<file path="config.mk">
export PLATFORM = sky130hd
export DESIGN_NAME = intr_ctrl
export DESIGN_NICKNAME = d
export VERILOG_FILES = /design/src/rtl/intr_pkg.sv /design/src/rtl/key_debounce.sv /design/src/rtl/intr_ctrl.sv
export SDC_FILE = /design/constraint.sdc
export NUM_CORES = 1
export LEC_CHECK = 0
export ABC_AREA = 0
export CORE_MARGIN = 2
export CORE_UTILIZATION = 54
export DETAILED_ROUTE_END_ITERATION = 16
export GPL_TIMING_DRIVEN = 0
export PLACE_DENSITY = 0.92
export SYNTH_ARGS = -nofsm -noshare
export SYNTH_HDL_FRONTEND = slang
export SYNTH_SLANG_ARGS = --single-unit
</file>
<file path="constraint.sdc">
create_clock -name clk_i -period 3.61 [get_ports clk_i]
set_clock_uncertainty 0.1 [all_clocks]
set_input_delay 0.9025 -clock clk_i [delete_from_list [all_inputs] [get_ports clk_i]]
set_output_delay 0.9025 -clock clk_i [all_outputs]
set_load 0.03 [all_outputs]
</file>
<file path="src/rtl/intr_pkg.sv">
// Shared types and helpers for the interrupt controller.
package intr_pkg;

  localparam int unsigned DATA_W = 32;

  typedef enum logic [1:0] {
    IDLE,
    REQ,
    SERVICE
  } intr_state_t;

  typedef enum logic {
    SRC_KEY,
    SRC_ETH
  } intr_src_t;

  // Chooses which pending source to present next.
  function automatic intr_src_t pick_src(logic pend_key, logic pend_eth, logic eth_priority);
    if (pend_eth && (eth_priority || !pend_key)) begin
      return SRC_ETH;
    end
    return SRC_KEY;
  endfunction

endpackage

</file>
<file path="src/rtl/key_debounce.sv">
// Push-button synchroniser and debouncer; emits a one-cycle pulse on an accepted press.
module key_debounce #(
  parameter int unsigned DebounceCycles = 16
) (
  input  logic clk_i,
  input  logic rst_ni,
  input  logic key_raw_i,
  output logic press_o
);

  localparam int unsigned CntW = $clog2(DebounceCycles) + 1;
  localparam logic [CntW-1:0] CntMax = CntW'(DebounceCycles - 1);

  logic            sync1_q, sync2_q;
  logic            level_q, level_d;
  logic [CntW-1:0] cnt_q, cnt_d;
  logic            flip;

  assign flip    = (sync2_q != level_q) && (cnt_q == CntMax);
  // Only the low-to-high flip counts; releases are silent.
  assign press_o = flip && !level_q;

  always_comb begin
    cnt_d   = cnt_q;
    level_d = level_q;
    if (sync2_q == level_q) begin
      cnt_d = '0;
    end else if (flip) begin
      cnt_d   = '0;
      level_d = sync2_q;
    end else begin
      cnt_d = cnt_q + 1'b1;
    end
  end

  always_ff @(posedge clk_i or negedge rst_ni) begin
    if (!rst_ni) begin
      sync1_q <= 1'b0;
      sync2_q <= 1'b0;
      level_q <= 1'b0;
      cnt_q   <= '0;
    end else begin
      sync1_q <= key_raw_i;
      sync2_q <= sync1_q;
      level_q <= level_d;
      cnt_q   <= cnt_d;
    end
  end

endmodule

</file>
<file path="src/rtl/intr_ctrl.sv">
// Interrupt controller: captures key and Ethernet events and presents one at a time to the core.
module intr_ctrl
  import intr_pkg::*;
#(
  parameter int unsigned DebounceCycles = 16,
  parameter bit          EthPriority    = 1'b1
) (
  input  logic              clk_i,
  input  logic              rst_ni,
  input  logic              key_raw_i,
  input  logic [DATA_W-1:0] key_data_i,
  input  logic              eth_valid_i,
  input  logic [DATA_W-1:0] eth_data_i,
  input  logic              int_enable_i,
  input  logic              int_ack_i,
  input  logic              int_done_i,
  output logic              interrupt_key_o,
  output logic              interrupt_eth_o,
  output logic [DATA_W-1:0] interrupt_source_data_o,
  output logic              busy_o,
  output logic              ovf_key_o,
  output logic              ovf_eth_o
);

  logic              key_press;
  logic              pend_key_q, pend_key_d, pend_eth_q, pend_eth_d;
  logic              ovf_key_q, ovf_key_d, ovf_eth_q, ovf_eth_d;
  logic [DATA_W-1:0] key_hold_q, key_hold_d, eth_hold_q, eth_hold_d;
  intr_state_t       state_q;
  intr_src_t         sel_q, next_src;
  logic              irq_key_q, irq_eth_q, busy_q;
  logic [DATA_W-1:0] data_q;
  logic              ack_fire, clr_key, clr_eth;

  key_debounce #(
    .DebounceCycles(DebounceCycles)
  ) u_key_debounce (
    .clk_i    (clk_i),
    .rst_ni   (rst_ni),
    .key_raw_i(key_raw_i),
    .press_o  (key_press)
  );

  assign ack_fire = (state_q == REQ) && int_ack_i;
  assign clr_key  = ack_fire && (sel_q == SRC_KEY);
  assign clr_eth  = ack_fire && (sel_q == SRC_ETH);
  assign next_src = pick_src(pend_key_q, pend_eth_q, EthPriority);

  // Clear precedes set, so an event landing on its own ack re-arms cleanly.
  always_comb begin
    pend_key_d = pend_key_q;
    key_hold_d = key_hold_q;
    ovf_key_d  = ovf_key_q;
    pend_eth_d = pend_eth_q;
    eth_hold_d = eth_hold_q;
    ovf_eth_d  = ovf_eth_q;
    if (clr_key) pend_key_d = 1'b0;
    if (clr_eth) pend_eth_d = 1'b0;
    if (key_press) begin
      if (pend_key_q && !clr_key) begin
        ovf_key_d = 1'b1;
      end else begin
        pend_key_d = 1'b1;
        key_hold_d = key_data_i;
      end
    end
    if (eth_valid_i) begin
      if (pend_eth_q && !clr_eth) begin
        ovf_eth_d = 1'b1;
      end else begin
        pend_eth_d = 1'b1;
        eth_hold_d = eth_data_i;
      end
    end
  end

  always_ff @(posedge clk_i or negedge rst_ni) begin
    if (!rst_ni) begin
      pend_key_q <= 1'b0;
      pend_eth_q <= 1'b0;
      ovf_key_q  <= 1'b0;
      ovf_eth_q  <= 1'b0;
      key_hold_q <= '0;
      eth_hold_q <= '0;
    end else begin
      pend_key_q <= pend_key_d;
      pend_eth_q <= pend_eth_d;
      ovf_key_q  <= ovf_key_d;
      ovf_eth_q  <= ovf_eth_d;
      key_hold_q <= key_hold_d;
      eth_hold_q <= eth_hold_d;
    end
  end

  always_ff @(posedge clk_i or negedge rst_ni) begin
    if (!rst_ni) begin
      state_q   <= IDLE;
      sel_q     <= SRC_KEY;
      irq_key_q <= 1'b0;
      irq_eth_q <= 1'b0;
      busy_q    <= 1'b0;
      data_q    <= '0;
    end else begin
      unique case (state_q)
        IDLE: begin
          if (int_enable_i && (pend_key_q || pend_eth_q)) begin
            state_q   <= REQ;
            busy_q    <= 1'b1;
            sel_q     <= next_src;
            irq_key_q <= (next_src == SRC_KEY);
            irq_eth_q <= (next_src == SRC_ETH);
            data_q    <= (next_src == SRC_ETH) ? eth_hold_q : key_hold_q;
          end
        end
        REQ: begin
          if (int_ack_i) begin
            state_q   <= SERVICE;
            irq_key_q <= 1'b0;
            irq_eth_q <= 1'b0;
          end else if (!int_enable_i) begin
            state_q   <= IDLE;
            busy_q    <= 1'b0;
            irq_key_q <= 1'b0;
            irq_eth_q <= 1'b0;
          end
        end
        SERVICE: begin
          if (int_done_i) begin
            state_q <= IDLE;
            busy_q  <= 1'b0;
          end
        end
        default: begin
          state_q   <= IDLE;
          busy_q    <= 1'b0;
          irq_key_q <= 1'b0;
          irq_eth_q <= 1'b0;
        end
      endcase
    end
  end

  assign interrupt_key_o         = irq_key_q;
  assign interrupt_eth_o         = irq_eth_q;
  assign interrupt_source_data_o = data_q;
  assign busy_o                  = busy_q;
  assign ovf_key_o               = ovf_key_q;
  assign ovf_eth_o               = ovf_eth_q;

endmodule

</file>
==> metrics.txt <==
htree depth=4; power share of the combinational group=0.369; GPL Wtd Cong=0.7683; status=complete, no violations; period utilization=0.7450; drt wl/cell=19.51 microns; starting density of the core=0.5494; Port Buffers=107; area of the multi-input gates=1788 sq um; Distinct cells, synth=35; Via-to-Cell Ratio=5.411; die width=97.74 microns; Pleak=2.734 nW; internal power=3.697 mW; largest net degree at the start of global routing=65; # fillers=528; core outline area=8636 sq um; clock transition at the registers of the reported paths=0.06 ns; total grt overflow=0; die area=9552 sq um; Cells after Synth=302; Rel. slew slack=0.4479; Sw Share=0.3211; via count=2960; chip height=97.74 microns; Setup Slack @ Placement=0.4483 ns; site row count=34; Avg Inst Size Synth=15.71 sq um; total CTS buffers=17; critical path capture point type=flop; area grow syn2layout=36.92%; hold_ws=0.2597 ns; postcts setup bufs=0; max-cap violations=0; CP arrival=2.97 ns; Routed Antenna Nets=0; power density over the cells=838.2 nW/um^2; Reg power frac=0.361; HPWL after DPL=6979 microns; clock sinks=114; syn nets=374; switching power=1.748 mW; startpoint types=input port; # resized after CTS=0; most frequent cells in the layout=mux2_2 (128), dfrtp_1 (114), clkdlybuf4s50_1 (106); layout cells sized above 1=0.4009; First-pass DRT Iterations=4; clock buffer depth=2; most common cell after layout, fill and taps aside=mux2_2; CP max FO=10; Global Route Usage Sum=0.2351; peak supply drop=0.4855 mV; Max Slew Vio Count=0; Post-layout nets=501; Post-Syn Area=4745 sq um; DRC=0; initial antenna violation count=0; first-pass GRT wire length=17150 microns; TritonCTS clock tree=built; RSZ-0062 raised after global routing=no; Reg area=2853 sq um; synth warn=0; Worst Path Required=3.89 ns; ant diodes=0; setup ws final=0.9204 ns; I/O pins=108; final period demand of the worst path=2.690 ns; Hold Crit Class=flop to flop; part of the power in the clock network=0.271; post-synthesis sequential area ratio=0.6013; vias in the first global route=3396; clock root buffer=clkbuf_8; Setup CP Type=input port to flop; DRT iter0 DRCs=81; WL final=10670 microns; Post-CTS Hold Buffers=0; Worst-Skew Late Latency=0.50 ns; register bit total from synthesis=114; Peak Freq=371.8 MHz; Slew @ Worst Pin=0.8281 ns; Hold Fails Final Rpt=0; endpoints failing setup=0
## final timing paths
| check | slack, ns | to | cells after the start | startpoint |
|---|---|---|---|---|
| worst max-delay path | 0.92 | key_hold_q[28] | 5 | int_ack_i |
| worst min-delay path | 0.26 | u_key_debounce.sync2_q | 0 | u_key_debounce.sync1_q |
| worst max register to register | 1.25 | key_hold_q[28] | 5 | u_key_debounce.cnt_q[0] |
| worst min register to register | 0.26 | u_key_debounce.sync2_q | 0 | u_key_debounce.sync1_q |
| max in group asynchronous | 2.29 | interrupt_source_data_o[5] | 2 | rst_ni |
| min in group asynchronous | 0.39 | eth_hold_q[19] | 1 | rst_ni |
## cells by family after synthesis
logic type,share of synthesized area
XOR/XNOR,0.005539
flip-flops,0.6013
AO/OA/AOI/OAI,0.02664
buffers and inverters,0.02189
adder cells (fa/ha/maj),0.002637
multiplexers,0.3085
AND/OR/NAND/NOR,0.03349
## stage by stage
stage	TNS (ns)	std cells	instance area [sq um]	power (mW)	util
final	0	547	6496	5.445	0.7522
after global routing	0	547	6496	5.686	0.7522
after CTS	0	547	6496	5.485	0.7522
after detailed placement	0	518	5976	3.971	0.6920
after global placement	-293.56	517	5951	3.875	0.6891
after floorplan	0	302	4745	3.224	-
## metal layers
layer | global-route usage | up-vias | wire length, microns | part of all wire
met5 | 0 | - | 0 | 0
met4 | 0.1015 | 0 | 279 | 0.026
met3 | 0.06943 | 22 | 459 | 0.043
met2 | 0.4090 | 86 | 5595 | 0.52
met1 | 0.2713 | 1512 | 4339 | 0.41
li1 | - | 1340 | - | -
## flip-flops by register name, indices dropped and copies added, names as in the netlist, 2 cells and up
name                     cells
eth_hold_q                  32
interrupt_source_data_o     32
key_hold_q                  32
u_key_debounce.cnt_q         5
state_q                      2
## cell type report
| type | count | share of cell area |
|---|---|---|
| clock inverter | 11 | 0.01425 |
| tap | 108 | 0.02080 |
| sequential | 114 | 0.4391 |
| clock buffer | 18 | 0.06587 |
| timing repair buffer | 108 | 0.1687 |
| multi-input combinational | 171 | 0.2752 |
| buffer | 14 | 0.01425 |
| inverter | 3 | 0.001733 |
## Yosys cell counts
library cell | count | area share
nor2b_1 | 2 | 0.0026
o21bai_1 | 2 | 0.0032
nand2b_1 | 2 | 0.0026
o31ai_1 | 1 | 0.0016
mux2_1 | 2 | 0.0047
clkbuf_1 | 3 | 0.0024
buf_6 | 3 | 0.0071
mux2_2 | 128 | 0.30
nand3_1 | 2 | 0.0021
buf_2 | 5 | 0.0053
nor3_2 | 1 | 0.0021
a31o_2 | 2 | 0.0037
and3_1 | 1 | 0.0013
or3_1 | 1 | 0.0013
ha_1 | 1 | 0.0026
and2_1 | 2 | 0.0026
o32ai_1 | 1 | 0.0018
o22a_1 | 1 | 0.0018
xor2_1 | 3 | 0.0055
a21oi_1 | 2 | 0.0021
nand3b_1 | 2 | 0.0032
nand4b_1 | 1 | 0.0018
nand4_1 | 1 | 0.0013
a21o_1 | 1 | 0.0016
a21boi_2 | 1 | 0.0024
o211ai_1 | 1 | 0.0016
nor2_1 | 4 | 0.0032
buf_4 | 3 | 0.0047
and3b_1 | 1 | 0.0018
a2111oi_4 | 1 | 0.0058
nand4bb_4 | 1 | 0.0058
dfrtp_1 | 114 | 0.60
nand2_1 | 2 | 0.0016
o21ai_0 | 1 | 0.0011
inv_1 | 3 | 0.0024
## power groups by stage
stage | combinational, mW | sequential, mW | clock, mW
finish | 2.01 | 1.96 | 1.48
CTS | 2.03 | 1.96 | 1.49
detailed placement | 2.00 | 1.97 | 0
global placement | 1.94 | 1.94 | 0
floorplan | 0.921 | 2.30 | 0
global route | 2.12 | 2.02 | 1.55
## critical path: stages
cell and delay, ns:
clkdlybuf4s50_1 0.60, nand4bb_4 0.15, a2111oi_4 0.70, buf_6 0.26, mux2_2 0.35
(Power assumes the default switching activity.)
==> variant 1, RTL diff (config.mk and constraints unchanged) <==
Make the reset (`rst_ni`) synchronous in 3 clocked blocks.
--- a/src/rtl/key_debounce.sv
+++ b/src/rtl/key_debounce.sv
@@ -34,5 +34,5 @@
   end
 
-  always_ff @(posedge clk_i or negedge rst_ni) begin
+  always_ff @(posedge clk_i) begin
     if (!rst_ni) begin
       sync1_q <= 1'b0;
--- a/src/rtl/intr_ctrl.sv
+++ b/src/rtl/intr_ctrl.sv
@@ -75,5 +75,5 @@
   end
 
-  always_ff @(posedge clk_i or negedge rst_ni) begin
+  always_ff @(posedge clk_i) begin
     if (!rst_ni) begin
       pend_key_q <= 1'b0;
@@ -93,5 +93,5 @@
   end
 
-  always_ff @(posedge clk_i or negedge rst_ni) begin
+  always_ff @(posedge clk_i) begin
     if (!rst_ni) begin
       state_q   <= IDLE;
Function: differs if rst_ni is asserted again (counterexample within 4 cycles, from zero or initial values and one cycle with rst_ni low); with rst_ni held inactive, the same outputs for 4 cycles.
==> variant 1 against the original RTL <==
Sequential cell count unchanged; register-to-register slack improved by 0.17 ns; cell area is 3.3% lower; final cell count up 29%; synthesized area is 3.5% lower; fmax is 4.3% higher; setup slack improved by 0.11 ns; routed wire length rose by 15%; highest routed layer unchanged.
Power is not compared: it rests on default switching activity, and its combinational part moved more than twofold at a synthesized area within 25%.
==> variant 1: results (changes against the original RTL) <==
- Global-route wire length before repair: 19710 um (+15%)
- Vias per inst: 5.611 (+3.7%)
- Diodes inserted: 0 (unchanged)
- Tightest Hold Check Type: flop to flop
- Fillers: 543 (+2.8%)
- Port Buffers: 106 (-0.93%)
- Share of layout cells above drive strength 1: 8.514% (-32 points)
- P_sw: 745.9 uW
- Synth cell types: 36 (+2.9%)
- Adder-cell share of the synthesized area: 0.5463% (+0.28 points)
- Clk Latency, worst-skew pair: 0.51 ns
- Dpl hpwl: 8477 um (+21%)
- Seq/Total Area, Yosys: 49.82% (-10 points)
- Largest net degree at the start of global routing: 17 (-74%)
- DR iter-0 viols: 176 (+120%)
- Critical path's largest stage delay: 0.69 ns
- Area leader, netlist: dfxtp_1
- Initial antenna violation count: 0 (unchanged)
- Tot GR Track Use: 28.43% (+4.9 points)
- Cell Count, Final, Fillers Out: 704 (+29%)
- GP Congestion: 0.8269 (+7.6%)
- Root Driver: clkbuf_8
- Number of global-route vias before repair: 4116 (+21%)
- Nets: 662 (+32%)
- Largest cells by area after synthesis: dfxtp_1 50%, mux2i_1 14%, o211a_1 7.0%
- Number of warnings issued by yosys: 0 (unchanged)
- Routed wl met2: 6264 um (+12%)
- Largest family of logic cells by synthesized area: simple AND/OR/NAND/NOR gates
- Worst r2r src: u_key_debounce.cnt_q[0]
- Worst setup path startpoint: interrupt_source_data_o[0]
- DRT Wirelength: 12330 um (+15%)
- Hold_sp: u_key_debounce.sync1_q
- Crit path max-delay family: buffers and inverters
- Internal reg-to-reg setup slack: 1.42 ns (+0.17 ns)
- Worst path arrival time: 1.58 ns (-1.39 ns)
- Post-CTS Resized: 0 (unchanged)
- Run status: complete, no violations
- Synth Area in XOR/XNOR: 0.5736% (+0.020 points)
- Worst Tran Pin Value: 0.6098 ns (-0.2183 ns)
- WL met1: 4953 um (+14%)
- Leading cell types by count after synthesis: 114 x dfxtp_1, 67 x nand2_1, 65 x mux2i_1
- Leak: 2.694 nW
- Top sig layer: met4
- Ys async rst share: 0% (-100 points)
- Met3 WL: 827 um (+80%)
- CP max-delay cell: clkdlybuf4s50_1
- Post-synthesis cell count: 464 (+54%)
- Crit path max fanout: 2 (-8)
- Post-synthesis mux area share: 14.20% (-17 points)
- Pre-antenna DRT Iters: 5 (+1)
- Hold Buf Count CTS: 0 (unchanged)
- Syn nets: 537 (+44%)
- Compound-Gate Fraction of Synth Area: 12.97% (+10 points)
- Placed cell count: 675 (+30%)
[variant 1: changes by cell type after synthesis, sizes merged, moves of 18 or more]
cell / delta
dfrtp: -114
mux2: -130
nor2b: +34
nand3: +32
clkbuf: +18
mux2i: +65
dfxtp: +114
nand2: +65
o211a: +32
o21ai: +34
[variant 1: path summary, 6_finish.rpt]
check	to	cells after the start
min reg2reg	u_key_debounce.sync2_q	1
max	interrupt_source_data_o[0]	1
min	u_key_debounce.sync2_q	1
max reg2reg	key_hold_q[2]	8
[variant 1: metrics by stage]
stage	hold WS [ns]	util, %	worst slack, ns	area (um^2)
floorplan	0.3119	-	1.570	4581
detailed placement	0.3204	70.26	0.6685	5773
global route	0.3399	76.46	0.9949	6282
global placement	0.3261	70.26	0.7815	5773
finish	0.3325	76.46	1.031	6282
CTS	0.3357	76.46	1.030	6282
[variant 1: area by class of cell]
| class | instances | area (um^2) | area share [%] |
|---|---|---|---|
| multi-input combinational | 311 | 2101 | 33.44 |
| buffer | 37 | 190.2 | 3.027 |
| tap | 105 | 131.4 | 2.091 |
| clock buffer | 23 | 476.7 | 7.588 |
| sequential | 114 | 2282 | 36.33 |
| timing repair buffer | 106 | 1061 | 16.89 |
| clock inverter | 6 | 32.53 | 0.5178 |
| inverter | 2 | 7.507 | 0.1195 |
[variant 1: cell families (layout without fill, tap and decap cells)]
family,after synthesis,after routing
XOR/XNOR,3,3
AND/OR/NAND/NOR,163,163
AO/OA/AOI/OAI,78,78
multiplexers,65,65
flip-flops,114,114
adder cells (fa/ha/maj),2,2
buffers and inverters,39,174
[variant 1: layer usage]
| layer | global-route usage [%] | vias to the layer above |
|---|---|---|
| met5 | 0 | - |
| met4 | 12.62 | 0 |
| met3 | 8.222 | 29 |
| met2 | 49.59 | 152 |
| met1 | 32.04 | 1919 |
| li1 | - | 1850 |
==> variant 2, RTL diff (config.mk and constraints unchanged) <==
Without the edit above. `DebounceCycles` is set to 16 in 2 places; all go to 8.
--- a/src/rtl/key_debounce.sv
+++ b/src/rtl/key_debounce.sv
@@ -1,5 +1,5 @@
 // Push-button synchroniser and debouncer; emits a one-cycle pulse on an accepted press.
 module key_debounce #(
-  parameter int unsigned DebounceCycles = 16
+  parameter int unsigned DebounceCycles = 8
 ) (
   input  logic clk_i,
--- a/src/rtl/intr_ctrl.sv
+++ b/src/rtl/intr_ctrl.sv
@@ -3,5 +3,5 @@
   import intr_pkg::*;
 #(
-  parameter int unsigned DebounceCycles = 16,
+  parameter int unsigned DebounceCycles = 8,
   parameter bit          EthPriority    = 1'b1
 ) (
Check against the original RTL: same outputs for any inputs over 4 cycles, from zero or initial values and one cycle with rst_ni low; that may be too few to reach the edited logic, so the function may still have changed.
==> variant 2 against the original RTL <==
Setup slack gained 0.034 ns; critical path depth unchanged; critical path type unchanged; largest power group unchanged; power rose by 5.5%; synthesized area down 0.50%; cell area grew 0.92%; sequential cell count down 1; fmax grew 1.3%; routed wire length fell by 2.9%.
==> variant 2: results (changes against the original RTL) <==
- Run status: complete, no violations
- Initial antenna violation count: 0 (unchanged)
- Leading cell types by count after synthesis: 121 x mux2_2, 113 x dfrtp_1, 8 x buf_2, 8 x mux2_1
- Crit path max fanout: 10 (unchanged)
- Critical path's largest stage delay: 0.66 ns (-0.04 ns)
- VDD IR max: 0.0004895 V (+0.83%)
- Number of warnings issued by yosys: 0 (unchanged)
- Pre-antenna DRT Iters: 4 (unchanged)
- CTS buffer count: 17 (unchanged)
- Tmin final: 2.656 ns (-0.03380 ns)
- Diodes inserted: 0 (unchanged)
- GP Congestion: 0.7678 (about the same)
- Rel. slew slack: 54.35% (+9.6 points)
- H-tree depth: 4 (unchanged)
- Clock buffer depth: 2 (unchanged)
- Worst path arrival time: 2.94 ns (-0.03 ns)
- Tot GR Track Use: 23.32% (-0.19 points)
- Tightest Hold Check Type: flop to flop
- DR iter-0 viols: 69 (-15%)
- Synth cell types: 35 (unchanged)
- CTS clk-pin slew, worst paths: 0.06 ns (about the same)
- Internal reg-to-reg setup slack: 1.31 ns (+0.06 ns)
- Dpl hpwl: 6881 um (-1.4%)
- Nets: 503 (+0.40%)
- Syn nets: 376 (+0.53%)
- Pins Over Slew Limit: 0 (unchanged)
- Largest cells by area after synthesis: dfrtp_1 60%, mux2_2 29%, mux2_1 1.9%
- Top_reg_cell synth: dfrtp_1
- Clk Latency, worst-skew pair: 0.50 ns (about the same)
- Number of global-route vias before repair: 3349 (-1.4%)
- Post-CTS Resized: 0 (unchanged)
- Largest net degree at the start of global routing: 62 (-4.6%)
- CP max-delay cell: a2111oi_4
- Ys async rst share: 100.0% (unchanged)
- Root Driver: clkbuf_8
- DRT Wirelength: 10360 um (-2.9%)
- DRC: 0 (unchanged)
- Share of layout cells above drive strength 1: 38.29% (-1.8 points)
- Leak: 2.762 nW (+1.0%)
- Postcts setup bufs: 0 (unchanged)
- Fillers: 530 (+0.38%)
- Global-route wire length before repair: 16870 um (-1.6%)
- Port Buffers: 107 (unchanged)
- Place WS: 0.4787 ns (+0.03036 ns)
- Vias: 2934 (-0.88%)
- Seq/Total Area, Yosys: 59.90% (-0.23 points)
==> variant 2: cell types whose count changed after synthesis, moves of 2 or more <==
cell	change
mux2_1	+6
xor2_1	-3
buf_2	+3
mux2_2	-7
nor2b_1	+2
a31o_2	-2
nand2_1	+2
buf_4	-3
xnor2_1	+2
==> variant 2: report_power, final <==
part / total, mW / switching [mW] / internal (mW)
logic: 2.09 / 0.974 / 1.11
clock network: 1.67 / 0.583 / 1.09
registers: 1.98 / 0.261 / 1.72
==> variant 2: final timing paths <==
check	from	to	cells after the start
worst max-delay path	int_ack_i	key_hold_q[26]	5
worst min-delay path	u_key_debounce.sync1_q	u_key_debounce.sync2_q	0
worst max register to register	u_key_debounce.cnt_q[0]	key_hold_q[26]	5
worst min register to register	u_key_debounce.sync1_q	u_key_debounce.sync2_q	0
max in group asynchronous	rst_ni	eth_hold_q[2]	2
min in group asynchronous	rst_ni	key_hold_q[27]	1
==> variant 2: per-stage QoR <==
step	utilization [%]	instance area, um^2	TNS (ns)	hold slack (ns)	cells
after floorplan	-	4721	0	0.2312	304
after global routing	76.30	6556	0	0.2632	552
after detailed placement	69.26	5952	0	0.2433	520
after CTS	76.30	6556	0	0.2602	552
final	76.30	6556	0	0.2542	552
after global placement	68.97	5927	-294.24	0.2361	519
==> variant 2: cell type report <==
type,instances,share of cell area [%]
Tap cell,108,2.061
Timing Repair Buffer,108,16.72
Sequential cell,113,43.13
Inverter,3,0.1718
Clock inverter,12,2.424
Multi-Input combinational cell,173,27.23
Buffer,15,1.469
Clock buffer,20,6.794
==> variant 2: per-layer routing <==
metal / vias up / share of wire (%) / global-route usage [%]
met1: 1495 / 41 / 26.96
met2: 87 / 53 / 40.58
met5: - / 0 / 0
met3: 8 / 5.1 / 8.058
met4: 0 / 0.90 / 7.799
li1: 1344 / - / -
==> variant 2: cell families after synthesis <==
family / count (synthesis) / synth area share, %
AOI/OAI and AO/OA: 14 / 2.518
xor gates and xnor gates: 2 / 0.3711
adders and majority gates: 1 / 0.2650
buffers and inverters: 18 / 2.279
and+or+nand+nor: 26 / 3.684
DFF: 113 / 59.90
muxes: 130 / 30.98
==> variant 2: worst max-delay path, delay by kind of cell <==
family	cells	cell delay (ns)
muxes	1	0.36
buffers and inverters	2	0.86
AOI/OAI and AO/OA	1	0.66
and+or+nand+nor	1	0.15
